**config.mk**
```make
export PLATFORM = sky130hd
export DESIGN_NAME = rf_scheduler
export DESIGN_NICKNAME = d
export VERILOG_FILES = /design/src/rtl/rf_scheduler.sv
export SDC_FILE = /design/constraint.sdc
export NUM_CORES = 1
export LEC_CHECK = 0
export ABC_AREA = 1
export BUFFER_PORTS_ARGS = -buffer_cell sky130_fd_sc_hd__buf_2
export CELL_PAD_IN_SITES_DETAIL_PLACEMENT = 0
export CELL_PAD_IN_SITES_GLOBAL_PLACEMENT = 2
export CORE_MARGIN = 3
export CORE_UTILIZATION = 23
export CTS_CLUSTER_DIAMETER = 50
export DETAILED_ROUTE_END_ITERATION = 10
export PLACE_DENSITY_LB_ADDON = 0.08
export SETUP_SLACK_MARGIN = 0.02
export SYNTH_ARGS = -nofsm -noshare
export SYNTH_HDL_FRONTEND = slang
export SYNTH_SLANG_ARGS = --single-unit
```
**constraint.sdc**
```tcl
create_clock -name clk -period 5 [get_ports clk]
set_input_delay 0.75 -clock clk [delete_from_list [all_inputs] [get_ports clk]]
set_output_delay 0.75 -clock clk [all_outputs]
set_load 0.1 [all_outputs]
```
**src/rtl/rf_scheduler.sv**
```systemverilog
// rf_scheduler: slot scheduler in front of the two-phase RV32I register file.
// The register file offers one 2-read/1-write access every two clocks; this
// block aligns core reads, writebacks and debug accesses to its slot cycles
// (phase==0), tracks pending destinations in a 31-bit scoreboard and forwards
// same-slot write data into read responses.
// Build option: define RF_DEBUG_EN to build the debug port arbitration,
// its starvation counters and the dbg_ack/dbg_rdata path.
module rf_scheduler #(
    parameter int XLEN       = 32,
    parameter int DBG_STARVE = 4
) (
    input  logic            clk,
    input  logic            rst,
    input  logic            rd_valid,
    output logic            rd_ready,
    input  logic [4:0]      rs1,
    input  logic [4:0]      rs2,
    output logic            rsp_valid,
    output logic [XLEN-1:0] rsp_rs1_v,
    output logic [XLEN-1:0] rsp_rs2_v,
    input  logic            iss_valid,
    input  logic [4:0]      iss_rd,
    input  logic            wb_valid,
    output logic            wb_ready,
    input  logic [4:0]      wb_rd,
    input  logic [XLEN-1:0] wb_v,
    input  logic            dbg_req,
    input  logic            dbg_we,
    input  logic [4:0]      dbg_addr,
    input  logic [XLEN-1:0] dbg_wdata,
    output logic            dbg_ack,
    output logic [XLEN-1:0] dbg_rdata,
    output logic [4:0]      rf_rs1,
    output logic [4:0]      rf_rs2,
    output logic [4:0]      rf_rd,
    output logic [XLEN-1:0] rf_rd_v,
    output logic            rf_we,
    input  logic [XLEN-1:0] rf_rs1_v,
    input  logic [XLEN-1:0] rf_rs2_v,
    output logic            rf_rst_n
);

    logic            phase;
    logic            slot;
    logic [31:1]     pending;
    logic [31:0]     pend_vec;
    logic [31:0]     sb_set;
    logic [31:0]     sb_clr;
    logic            dbg_rd_win;
    logic            dbg_wr_win;
    logic            core_rd_win;
    logic            core_wb_win;
    logic            rs1_haz;
    logic            rs2_haz;
    logic            read_go;
    logic            write_go;
    logic [4:0]      rd_a1;
    logic [4:0]      rd_a2;
    logic [4:0]      wr_addr;
    logic [XLEN-1:0] wr_data;
    logic [4:0]      hold_rs1;
    logic [4:0]      hold_rs2;
    logic            s1_valid;
    logic            s1_fwd_v;
    logic [4:0]      s1_fwd_rd;
    logic [XLEN-1:0] s1_fwd_data;
    logic [XLEN-1:0] fwd1;
    logic [XLEN-1:0] fwd2;

    assign rf_rst_n = ~rst;
    assign slot     = ~phase;

    // Phase tracker mirroring the register file; slot cycles are phase==0.
    // NOTE: sequential state uses non-blocking assignments so every flop samples pre-edge values.
    always_ff @(posedge clk or posedge rst) begin
        if (rst) phase <= 1'b1;
        else     phase <= ~phase;
    end

`ifdef RF_DEBUG_EN
    localparam int CNT_W = (DBG_STARVE < 1) ? 1 : $clog2(DBG_STARVE + 1);

    logic [CNT_W-1:0] rd_starve;
    logic [CNT_W-1:0] wr_starve;
    logic             dbg_idle;
    logic             dbg_rd_req;
    logic             dbg_wr_req;
    logic             s1_dbg_rd;
    logic             s1_dbg_wr;

    // A debug request is held high until its ack, so it must not re-arbitrate while in flight.
    assign dbg_idle   = ~s1_dbg_rd & ~s1_dbg_wr & ~dbg_ack;
    assign dbg_rd_req = dbg_req & ~dbg_we & dbg_idle;
    assign dbg_wr_req = dbg_req &  dbg_we & dbg_idle;
    assign dbg_rd_win = dbg_rd_req & (~rd_valid | (rd_starve >= CNT_W'(DBG_STARVE)));
    assign dbg_wr_win = dbg_wr_req & (~wb_valid | (wr_starve >= CNT_W'(DBG_STARVE)));

    // Starvation counters: count slots the debug port lost, clear when it wins.
    always_ff @(posedge clk or posedge rst) begin
        if (rst) begin
            rd_starve <= '0;
            wr_starve <= '0;
        end else if (slot) begin
            if (dbg_rd_win)
                rd_starve <= '0;
            else if (dbg_rd_req && (rd_starve < CNT_W'(DBG_STARVE)))
                rd_starve <= rd_starve + CNT_W'(1);
            if (dbg_wr_win)
                wr_starve <= '0;
            else if (dbg_wr_req && (wr_starve < CNT_W'(DBG_STARVE)))
                wr_starve <= wr_starve + CNT_W'(1);
        end
    end

    // Debug completion pipeline: ack two cycles after the winning slot.
    always_ff @(posedge clk or posedge rst) begin
        if (rst) begin
            s1_dbg_rd <= 1'b0;
            s1_dbg_wr <= 1'b0;
            dbg_ack   <= 1'b0;
            dbg_rdata <= '0;
        end else begin
            s1_dbg_rd <= slot & dbg_rd_win;
            s1_dbg_wr <= slot & dbg_wr_win;
            dbg_ack   <= s1_dbg_rd | s1_dbg_wr;
            if (s1_dbg_rd) dbg_rdata <= fwd1;
        end
    end
`else
    logic unused_dbg;

    assign unused_dbg = ^{dbg_req, dbg_we, dbg_addr, dbg_wdata, (DBG_STARVE > 0)};
    assign dbg_rd_win = 1'b0;
    assign dbg_wr_win = 1'b0;
    assign dbg_ack    = 1'b0;
    assign dbg_rdata  = '0;
`endif

    assign core_rd_win = rd_valid & ~dbg_rd_win;
    assign core_wb_win = wb_valid & ~dbg_wr_win;

    // A pending source stalls the read unless this very slot commits it.
    assign pend_vec = {pending, 1'b0};
    assign wb_ready = slot & core_wb_win;
    assign rs1_haz  = (rs1 != 5'd0) & pend_vec[rs1] & ~(wb_ready & (wb_rd == rs1));
    assign rs2_haz  = (rs2 != 5'd0) & pend_vec[rs2] & ~(wb_ready & (wb_rd == rs2));
    assign rd_ready = slot & core_rd_win & ~rs1_haz & ~rs2_haz;

    assign read_go  = rd_ready | (slot & dbg_rd_win);
    assign write_go = wb_ready | (slot & dbg_wr_win);
    assign rd_a1    = dbg_rd_win ? dbg_addr  : rs1;
    assign rd_a2    = dbg_rd_win ? dbg_addr  : rs2;
    assign wr_addr  = dbg_wr_win ? dbg_addr  : wb_rd;
    assign wr_data  = dbg_wr_win ? dbg_wdata : wb_v;

    // Writes to x0 are accepted but never reach the register file.
    assign rf_we   = write_go & (wr_addr != 5'd0);
    assign rf_rd   = write_go ? wr_addr : 5'd0;
    assign rf_rd_v = write_go ? wr_data : '0;
    assign rf_rs1  = read_go ? rd_a1 : hold_rs1;
    assign rf_rs2  = read_go ? rd_a2 : hold_rs2;

    // Read stage 1: hold issued addresses and capture the same-slot write for forwarding.
    always_ff @(posedge clk or posedge rst) begin
        if (rst) begin
            hold_rs1    <= 5'd0;
            hold_rs2    <= 5'd0;
            s1_valid    <= 1'b0;
            s1_fwd_v    <= 1'b0;
            s1_fwd_rd   <= 5'd0;
            s1_fwd_data <= '0;
        end else begin
            s1_valid    <= rd_ready;
            s1_fwd_v    <= rf_we;
            s1_fwd_rd   <= rf_rd;
            s1_fwd_data <= rf_rd_v;
            if (read_go) begin
                hold_rs1 <= rd_a1;
                hold_rs2 <= rd_a2;
            end
        end
    end

    // Forwarding mux: a same-slot write overrides the stale register file data; x0 reads 0.
    // NOTE: every always_comb output gets a default first so no path infers a latch.
    always_comb begin
        fwd1 = rf_rs1_v;
        fwd2 = rf_rs2_v;
        if (s1_fwd_v && (s1_fwd_rd == hold_rs1)) fwd1 = s1_fwd_data;
        if (s1_fwd_v && (s1_fwd_rd == hold_rs2)) fwd2 = s1_fwd_data;
        if (hold_rs1 == 5'd0) fwd1 = '0;
        if (hold_rs2 == 5'd0) fwd2 = '0;
    end

    // Read stage 2: one-cycle response pulse, data held until the next response.
    always_ff @(posedge clk or posedge rst) begin
        if (rst) begin
            rsp_valid <= 1'b0;
            rsp_rs1_v <= '0;
            rsp_rs2_v <= '0;
        end else begin
            rsp_valid <= s1_valid;
            if (s1_valid) begin
                rsp_rs1_v <= fwd1;
                rsp_rs2_v <= fwd2;
            end
        end
    end

    // Scoreboard set/clear masks; a write to a register clears it, an issue sets it.
    always_comb begin
        sb_set = '0;
        sb_clr = '0;
        if (iss_valid && (iss_rd != 5'd0)) sb_set[iss_rd] = 1'b1;
        if (rf_we)                         sb_clr[rf_rd]  = 1'b1;
    end

    // Scoreboard update; applying the set after the clear lets a same-cycle issue win.
    always_ff @(posedge clk or posedge rst) begin
        if (rst) pending <= '0;
        else     pending <= (pending & ~sb_clr[31:1]) | sb_set[31:1];
    end

endmodule

```
==> flow_summary.yaml <==
sta:
  finalSetupViolCount: 0
  hold_viol: 0
  fmax_mhz: 236
  drv_slew: 0
  period_share_pct: 84.8
  worst_pin_slew_ns: 0.870
  hold_slack_ns: 0.479
  setup_tns_ns: 0
  timing.final.crit_period_ns: 4.24
  finalWorstSetupSlack_ns: 0.762
  slew_headroom_pct: 42.0
  fin_skew_ns: 0.0171
  rsz0062_at_grt: "false"
cells_and_area:
  fin_nets: 1366
  stdcell_count: 1621
  area_delta_synth_final_pct: 26.9
  fin_util_pct: 29.8
  n_fill_cell: 3586
  drive_gt1_share_pct: 23.4
setup_path:
  r2r_slack_ns: 2.84
  critical_path_class: "primary input to primary output"
  crit_top_cell: "nand2_1"
  arrival_ns: 3.49
  slowest_delay_ns: 0.44
  path_max_fanout: 21
  startpoint_type: "primary input"
  required_ns: 4.25
  end_kind: "primary output"
  crit_slowest_cell: "buf_2"
  cp_cell_sequence: "buf_2 > inv_1 > nor2_1 > nand2_1 > nand4_1 > nand3_1 > nand2_1 > nand3_1 > nand3_2 > nand2_1 > nand2_1 > buf_2"
outcome:
  outcome: "completed"
synth:
  yosys.area_share.simple_pct: 20.7
  synth_xor_xnor_area_share_pct: 0.353
  synth.avg_cell_area_sq_um: 7.55
  syn_area_sq_um: 7450
  yosysWarnings: 0
  synth_fa_ha_area_share_pct: 0
  ys_seq_elements: 146
  synth_compound_area_share_pct: 15.1
  yosysUniqueCellTypes: 30
  synth_top_family_by_area: "simple AND/OR/NAND/NOR gates"
  netlist_instances: 987
  seq_area_frac_synth_pct: 49.1
  synthMuxAreaShare_pct: 0
power:
  p_leak_nw: 5.17
  p_per_area_nw_per_um2: 650
  peakVddDrop_mv: 0.448
clock_network:
  postCtsResizedCells: 0
  numCtsBuffers: 17
  htreeDepth: 4
  clk_latency_ns: 0.43
  cts_max_path_buffers: 2
  hold_buffers: 0
  root_buffer: "clkbuf_16"
  clkTransAtPathRegs_ns: 0.06
  tritoncts: "built"
  clock_sinks: 146
  post_cts_buffers: 0
run:
  max-cap-violations: 0
detailed_routing:
  drtAntennaViolNets: 0
  routed_via_density: 4.31
  vias: 6989
  first_pass_iters: 5
  drtIter0Drc: 406
  wl_per_cell_um: 18.3
  drc: 0
  routed_wl_um: 29600
placed_design:
  port_buffers: 236
  gp_congestion: 0.779
  place_ws_ns: 0.813
  placed_cells: 1589
  dp_hpwl_um: 21200
floorplan:
  start_util_pct: 23.5
  die_x_um: 186
  rows: 65
  die_area_sq_um: 34600
  die_h_um: 186
  core_area_sq_um: 31700
  ios: 309
grt:
  grt_pass1_wl_um: 43400
  grt_usage_pct: 16.9
  grt_overflow: 0
  grt_pass1_vias: 6963
  antenna_found_initial: 2
  grt_max_degree: 147
hold_path:
  hp-class: "flop to flop"
-- final timing paths --
kind | startpoint | end | depth (start not counted)
worst max-delay path | rs1[0] | rf_rs2[0] | 12
worst max register to register | hold_rs1[3] | rsp_rs1_v[5] | 8
worst min register to register | phase | phase | 1
min in group asynchronous | rst | rsp_rs1_v[27] | 3
max in group asynchronous | rst | s1_valid | 3
worst min-delay path | phase | phase | 1
-- cells by family after synthesis --
group / after synthesis
xor+xnor: 3
simple gates: 380
buf+inv: 241
flops: 146
other cells: 1
compound gates: 216
-- cell type report --
class | count | area (sq um) | area share (%)
antenna | 1 | 2.50 | 0.0265
tap | 402 | 503 | 5.32
clock buffer | 19 | 443 | 4.69
multi-input combinational | 632 | 2830 | 29.9
inverter | 164 | 624 | 6.60
clock inverter | 12 | 134 | 1.42
timing repair buffer | 245 | 1260 | 13.3
sequential | 146 | 3660 | 38.7
-- synth_stat cells --
| master | instances | area [sq um] |
|---|---|---|
| o21ai_0 | 179 | 896 |
| nor3_1 | 3 | 15.0 |
| buf_2 | 18 | 90.1 |
| a211oi_1 | 2 | 15.0 |
| o21ai_1 | 10 | 50.1 |
| buf_6 | 4 | 45.0 |
| o22ai_1 | 10 | 62.6 |
| nand4_1 | 19 | 119 |
| o211ai_1 | 2 | 15.0 |
| xor2_1 | 2 | 17.5 |
| nand2_1 | 135 | 507 |
| nor4_1 | 2 | 12.5 |
| inv_1 | 163 | 612 |
| inv_6 | 1 | 8.76 |
| buf_1 | 6 | 22.5 |
| a21oi_1 | 5 | 25.0 |
| a21boi_0 | 1 | 7.51 |
| buf_4 | 37 | 278 |
| a31oi_1 | 1 | 6.26 |
| nor2_2 | 1 | 6.26 |
| nor2_1 | 181 | 679 |
| nand3_1 | 38 | 190 |
| nand3_2 | 1 | 10.0 |
| dfrtp_1 | 145 | 3630 |
| conb_1 | 1 | 3.75 |
| a221oi_1 | 2 | 17.5 |
| dfstp_2 | 1 | 26.3 |
| o31ai_1 | 4 | 30.0 |
| xnor2_1 | 1 | 8.76 |
| clkbuf_1 | 12 | 45.0 |
-- metrics by stage --
step           power [mW]  cell area (sq um)
6_report             6.14               9450
5_1_grt              6.47               9450
4_1_cts              6.23               9450
3_5_place_dp         4.91               8870
3_3_place_gp         4.91               8870
2_1_floorplan        4.29               7570
-- critical path: cells and delay by family --
family / cells / cell delay (ns)
and+or+nand+nor: 9 / 1.58
buffers and inverters: 3 / 1.14
-- registers in the layout, summed over array words and instances, names as in the netlist --
register and flops:
rsp_rs1_v 32, rsp_rs2_v 32, s1_fwd_v 1, rsp_valid 1, phase 1, hold_rs1 5
s1_fwd_data 32, hold_rs2 5, pending 31, s1_valid 1, s1_fwd_rd 5
-- report_power, final --
| part | internal (mW) | switching [mW] | total, mW | leakage [nW] |
|---|---|---|---|---|
| Clock | 0.748 | 0.538 | 1.29 | 0.280 |
| Combinational | 0.436 | 2.72 | 3.15 | 3.08 |
| Sequential | 1.51 | 0.192 | 1.71 | 1.81 |
| Total | 2.70 | 3.45 | 6.14 | 5.17 |
-- layer usage --
layer  routed length (um)  GRT usage (%)
met5                   17              0
met4                  199           3.22
met3                 1530           3.79
met2                14000           28.4
met1                13800           22.5
-- cells in the final DEF (no fill, tap or decap) --
cell,count
clkbuf_1,1
nand3_1,36
inv_6,3
xnor2_1,1
nor4_1,2
buf_2,236
clkbuf_8,1
a21oi_1,5
clkinv_4,3
dfrtp_2,1
a21boi_0,1
a211oi_1,2
nor3_1,3
clkinv_2,3
bufinv_16,2
xor2_1,2
a31oi_1,1
conb_1,33
nand3_2,3
nor2_1,181
diode_2,1
buf_12,1
o22ai_1,10
o31ai_1,4
o211ai_1,2
dfrtp_1,144
buf_4,8
inv_1,162
dfstp_2,1
clkinvlp_4,3
nand2_1,133
nand2_2,2
o21ai_0,179
nand4_1,19
a221oi_1,2
nor2_2,1
o21ai_1,10
clkbuf_16,17
Note: power is estimated with default switching activity, not from simulation.
